--- src/rtl/pulse_rate_meter.sv ---
// Windowed pulse counter with a valid/ready result slot.
// Optional threshold alarm when PULSE_RATE_ALARM_EN is defined.
module pulse_rate_meter #(
  parameter int CNT_W = 8,
  parameter int WIN_W = 16
) (
  input  logic             clk,
  input  logic             rst_n,
  input  logic             enable,
  input  logic [WIN_W-1:0] win_len,
  input  logic             pulse_in,
  output logic [CNT_W-1:0] cnt_data,
  output logic             cnt_valid,
  input  logic             cnt_ready,
  output logic             cnt_sat,
  output logic             overrun,
`ifdef PULSE_RATE_ALARM_EN
  input  logic [CNT_W-1:0] thresh,
  output logic             alarm,
`endif
  output logic             busy
);

  typedef enum logic {IDLE, RUN} state_t;

  localparam logic [CNT_W-1:0] CNT_MAX = '1;

  state_t           state;
  state_t           state_nxt;
  logic [WIN_W-1:0] timer;
  logic [CNT_W-1:0] acc;
  logic             sat_f;

  logic [WIN_W-1:0] win_m1;
  logic             acc_full;
  logic [CNT_W-1:0] acc_add;
  logic             sat_add;
  logic             win_end;
  logic             accept;
  logic             load;

  // win_len of 0 behaves as a one-cycle window
  assign win_m1   = (win_len == '0) ? '0 : win_len - WIN_W'(1);
  assign acc_full = (acc == CNT_MAX);
  assign acc_add  = (pulse_in && !acc_full) ? acc + CNT_W'(1) : acc;
  assign sat_add  = sat_f | (pulse_in & acc_full);

  always_ff @(posedge clk or negedge rst_n) begin
    if (!rst_n) state <= IDLE;
    else        state <= state_nxt;
  end

  always_comb begin
    state_nxt = state;
    unique case (state)
      IDLE: if (enable)  state_nxt = RUN;
      RUN:  if (!enable) state_nxt = IDLE;
      default: state_nxt = IDLE;
    endcase
  end

  always_comb begin
    busy    = (state == RUN);
    win_end = (state == RUN) && enable && (timer == '0);
    accept  = cnt_valid && cnt_ready;
    load    = win_end && (!cnt_valid || cnt_ready);
  end

  always_ff @(posedge clk or negedge rst_n) begin
    if (!rst_n) begin
      timer <= '0;
      acc   <= '0;
      sat_f <= 1'b0;
    end else begin
      unique case (state)
        IDLE: begin
          if (enable) begin
            timer <= win_m1;
            acc   <= '0;
            sat_f <= 1'b0;
          end
        end
        RUN: begin
          if (!enable) begin
            timer <= '0;
            acc   <= '0;
            sat_f <= 1'b0;
          end else if (timer != '0) begin
            timer <= timer - WIN_W'(1);
            acc   <= acc_add;
            sat_f <= sat_add;
          end else begin
            timer <= win_m1;
            acc   <= '0;
            sat_f <= 1'b0;
          end
        end
        default: begin
          timer <= '0;
          acc   <= '0;
          sat_f <= 1'b0;
        end
      endcase
    end
  end

  // Full slot keeps the old result; the new one is dropped
  always_ff @(posedge clk or negedge rst_n) begin
    if (!rst_n) begin
      cnt_data  <= '0;
      cnt_valid <= 1'b0;
      cnt_sat   <= 1'b0;
      overrun   <= 1'b0;
    end else begin
      overrun <= 1'b0;
      if (load) begin
        cnt_data  <= acc_add;
        cnt_sat   <= sat_add;
        cnt_valid <= 1'b1;
      end else if (win_end) begin
        overrun <= 1'b1;
      end else if (accept) begin
        cnt_valid <= 1'b0;
      end
    end
  end

`ifdef PULSE_RATE_ALARM_EN
  always_ff @(posedge clk or negedge rst_n) begin
    if (!rst_n) begin
      alarm <= 1'b0;
    end else if (state == RUN && !enable) begin
      alarm <= 1'b0;
    end else if (win_end) begin
      alarm <= (thresh != '0) && (acc_add >= thresh);
    end
  end
`endif

endmodule

--- config.mk ---
export PLATFORM = sky130hd
export DESIGN_NAME = pulse_rate_meter
export DESIGN_NICKNAME = d
export VERILOG_FILES = /design/src/rtl/pulse_rate_meter.sv
export SDC_FILE = /design/constraint.sdc
export NUM_CORES = 1
export LEC_CHECK = 0
export ABC_AREA = 1
export BUFFER_PORTS_ARGS = -buffer_cell sky130_fd_sc_hd__buf_2
export CAP_MARGIN = 20
export CORE_UTILIZATION = 27
export DETAILED_ROUTE_END_ITERATION = 6
export HOLD_SLACK_MARGIN = 0.03
export SETUP_SLACK_MARGIN = 0.3
export SLEW_MARGIN = 15
export SYNTH_ARGS = -nofsm -noshare
export SYNTH_HDL_FRONTEND = slang
export SYNTH_SLANG_ARGS = --single-unit
--- constraint.sdc ---
create_clock -name clk -period 2.64 [get_ports clk]
set_input_delay 0 -clock clk [delete_from_list [all_inputs] [get_ports clk]]
set_output_delay 0 -clock clk [all_outputs]
set_load 0.02 [all_outputs]
# Word-level counts from Yosys, hierarchy flattened
# Index checks and enable logic that the tools add are counted.
# word_totals
n_memories,0
elab_cells,50
in_bits,21
mem_bits_rw,0
regBits,37
latch_bits,0
mem_bits_ro,0
output_inout_bits,12
# classes
order_cmp,0
mul,0
div,0
bitwise_logic,3
n_addsub,3
n_shift,0
mux,20
reduce_logical,13
n_eq_ne,3
# op_table
operator,n
2-to-1 mux 16 bit,4
logical NOT 16 bit,2
2-to-1 mux 8 bit,4
case mux 16 bit (2 select lines),1
subtractor 16 x 1 -> 16 bit (second input constant),2
case mux 8 bit (2 select lines),1
nonzero test 16 bit,1
2-to-1 mux 1 bit,9
adder 8 x 1 -> 8 bit (second input constant),1
== test 8 bit (second input constant),1
logical AND 1 bit,5
logical NOT 1 bit,2
!= test 2 x 1 -> 1 bit (second input constant),1
!= test 2 bit (second input constant),1
case mux 1 bit (2 select lines),1
AND reduction 2 bit,1
nonzero test 2 bit,1
AND 1 bit,1
logical OR 1 bit,1
inverter 1 bit,1
OR 1 bit,1

# Longest topological paths before layout
# logic_depth
word_depth,7
mapped_depth,12
depth_no_buf,12

# Worst setup path before layout
# Ideal clock, no wire load.
# synth_path
path_type,reg-to-reg
from,register timer[0]
to,register timer[10]
period_less_slack_ns,1.625
stages_incl_launch_ff,11
arrival_time_ns,1.501
required_ns,2.517
path_buffers,1
setup_ns,0.123
slack_ns,1.015
path_cell_list,dfrtp_1 -> inv_1 -> ha_1 -> inv_2 -> nor2_1 -> nand4_2 -> nor2_8 -> nor2_4 -> buf_4 -> a21oi_1 -> a21oi_2
# synth_between
elab_chain_cells,4
# synth_lines
item,line_no,source
start: declaration,30,logic [WIN_W-1:0] timer;
start signal: assignment,78,timer <= win_m1;
start signal: assignment,89,timer <= timer - WIN_W'(1);
start signal: assignment,93,timer <= win_m1;
subtractor 16 x 1 -> 16 bit / nonzero test 16 bit (equally long branches),"89, 88",
2-to-1 mux 16 bit (*),88,end else if (timer != '0) begin
2-to-1 mux 16 bit (*),84,if (!enable) begin
case mux 16 bit (2 select lines) (*),75,unique case (state)
# Mark *: on every way between the ends. The rest lies on a longest branch, timed or not.
# A chain may end at the register's enable or synchronous reset.

# Final worst setup path
# layout_path
from,register timer[0]
to,register timer[2]
# The elaborated chain is that of the path after synthesis.

==> metrics <==
Synth top area share=0.3198; CP arrival=2.04 ns; max cap viols=0; total negative slack=0 ns; number of enable flip-flop cells after synthesis=0; H-tree Lvls=2; Num CTS Buffers=5; crit share post-route=0.6890; CP Launch Type=register; core area=10,370 sq um; Leak Pwr=0.001729 uW; Root Driver=clkbuf_8; Die W=105.6 um; die height=105.6 um; via count=2,698; Fin. Hold Viols=0; Clock Power Share=0.383; Synth Register Bits=37; Fillers=1,139; ant diodes=0; Wirelength per Cell=11.37 um; largest cells by area after synthesis=dfrtp_1 (32%), nand2_1 (17%), nor2_1 (7.5%); Sink Count=37; Final HPWL DP=5255 um; total global-route track usage=0.1367; clock insertion delay at the later pin of the skew report=0.29 ns; Yosys top cell by area=dfrtp_1; Req. time, crit path=2.86 ns; Detailed Route WL=6834 um; internal power=1100 uW; initial antenna violation count=0; hold crit path type=in2reg; Slew Viols, Final=0; Commonest cells post-synth=nand2_1 (131), nor2_1 (58), inv_1 (45); RSZ-0062 raised after global routing=false; crit path kind=reg2reg; Mapped Area=2895 sq um; Synth Warn #=0; sequential-to-total area share from yosys stat=0.3198; fin worst setup slack=0.8210 ns; DR pass1 iterations=4; Hold Path Depth=4; DR iter-0 viols=132; site row count=37; switching part of the total=0.3060; pre-CTS setup slack=0.8212 ns; Gate Count Post-Synth=426; net load switching power=485.3 uW; synthesized area per cell=6.796 sq um; CTS Hold Bufs=4; drt drc=0; num ports=33; first-pass GRT wire length=12,320 um; ys async rst share=1.000; Reg clk slew, reported paths=0.08 ns; syn_nets=451; VDD IR max=0.0002218 V; area added between synthesis and finish=16.16%; Port Buffers=32; Setup Fix Bufs, Post-CTS=0; GP Congestion=0.8412; Relative slew margins=0.4331; FF-to-FF path depth=10; Crit. End Element=register; Worst-Margin Slew=0.8504 ns; Pwr Density=471.5 nW/um^2; Clock Path Buffers=2; Max Fclk=0.5497 GHz; status=completed; starting density of the core=0.2792; final setup fails=0; CTS tree=built; worst clock skew=0.01272 ns; Tot Pwr=1586 uW; number of global-route vias before repair=2,636; maximum fanout along the worst path=13; sequential power share=0.411; layout cell share with drive strength beyond 1=0.2043; Post-DRT Antenna Nets=0; post-CTS sizing=0; Nets=489; largest net degree at the start of global routing=38; Cell variety after synth=37; GR Overflow Total=0; Gate power share=0.206; Vias/cell=4.489; Tmin final=1.819 ns; Synth Flop Type=dfrtp_1; die area=11,140 sq um; most frequent cell after synthesis=nand2_1
## cells by family after synthesis
| group | after synthesis | synth area share |
|---|---|---|
| AND/OR/NAND/NOR | 270 | 0.4404 |
| AO/OA/AOI/OAI | 35 | 0.07606 |
| flip-flops | 37 | 0.3198 |
| XOR/XNOR | 19 | 0.05748 |
| adder cells (fa/ha/maj) | 4 | 0.01729 |
| buffers and inverters | 61 | 0.08902 |
## path summary, 6_finish.rpt
check                       startpoint           to  slack [ns]
min reg2reg                cnt_data[1]  cnt_data[1]        0.48
max in group asynchronous        rst_n       acc[2]        1.76
max reg2reg                   timer[0]     timer[2]        0.82
min                         win_len[5]     timer[5]        0.06
max                           timer[0]     timer[2]        0.82
min in group asynchronous        rst_n  cnt_data[5]        0.34
## cell type report
type                            instances  area, sq um  share of cell area
Clock inverter                          3        68.82             0.02046
Multi-Input combinational cell        328         1712              0.5089
Inverter                               54        202.7             0.06027
Clock buffer                            5        68.82             0.02046
Tap cell                              136        170.2             0.05060
Timing Repair Buffer                   38        215.2             0.06399
Sequential cell                        37        925.9              0.2753
## worst max-delay path, cell delays in order (launching register included)
cell	delay [ns]
dfrtp_1	0.38
inv_1	0.11
ha_1	0.20
inv_2	0.05
nor2_1	0.11
nand4_2	0.17
nor2_8	0.17
nand2_4	0.09
nand2_4	0.19
nand3_1	0.11
a21oi_1	0.16
## power by group through the flow
stage / clock network (uW) / registers [uW] / logic, uW
2_1_floorplan: 0 / 652 / 239
3_3_place_gp: 0 / 661 / 318
3_5_place_dp: 0 / 662 / 323
4_1_cts: 626 / 651 / 329
5_1_grt: 652 / 659 / 374
6_report: 608 / 652 / 326
## stage by stage
stage	utilization	instance area, sq um	hold slack (ns)	std cells
floorplan	-	2895	-0.2956	426
global placement	0.3072	3186	0.1580	589
detailed placement	0.3072	3186	0.1611	589
CTS	0.3243	3363	0.05307	601
global route	0.3243	3363	0.05899	601
finish	0.3243	3363	0.06456	601
## state kept, by name (all words and copies together), names as in the netlist
register   flops
overrun        1
acc            8
busy           1
sat_f          1
cnt_sat        1
cnt_data       8
timer         16
cnt_valid      1
## placed cells by master, fill, tap and decap left out, types with 5 or more instances in the layout
master      n
clkbuf_8    5
nor2_2      9
a21oi_1    12
nor2_4      5
nand3_1    34
buf_2      32
inv_1      45
o21ai_1     7
nand4_1     5
nand3_2    10
nor2_1     58
a21oi_2     9
inv_2       8
xor2_1     18
dfrtp_1    37
nand2_1   131
## per-layer routing
metal	GRT usage	vias up	part of all wire
met4	0.04266	0	0.011
met5	0	-	0
met2	0.2270	52	0.46
met1	0.1797	1226	0.49
li1	-	1412	-
met3	0.02474	8	0.043
Note: power is estimated with default switching activity, not from simulation.
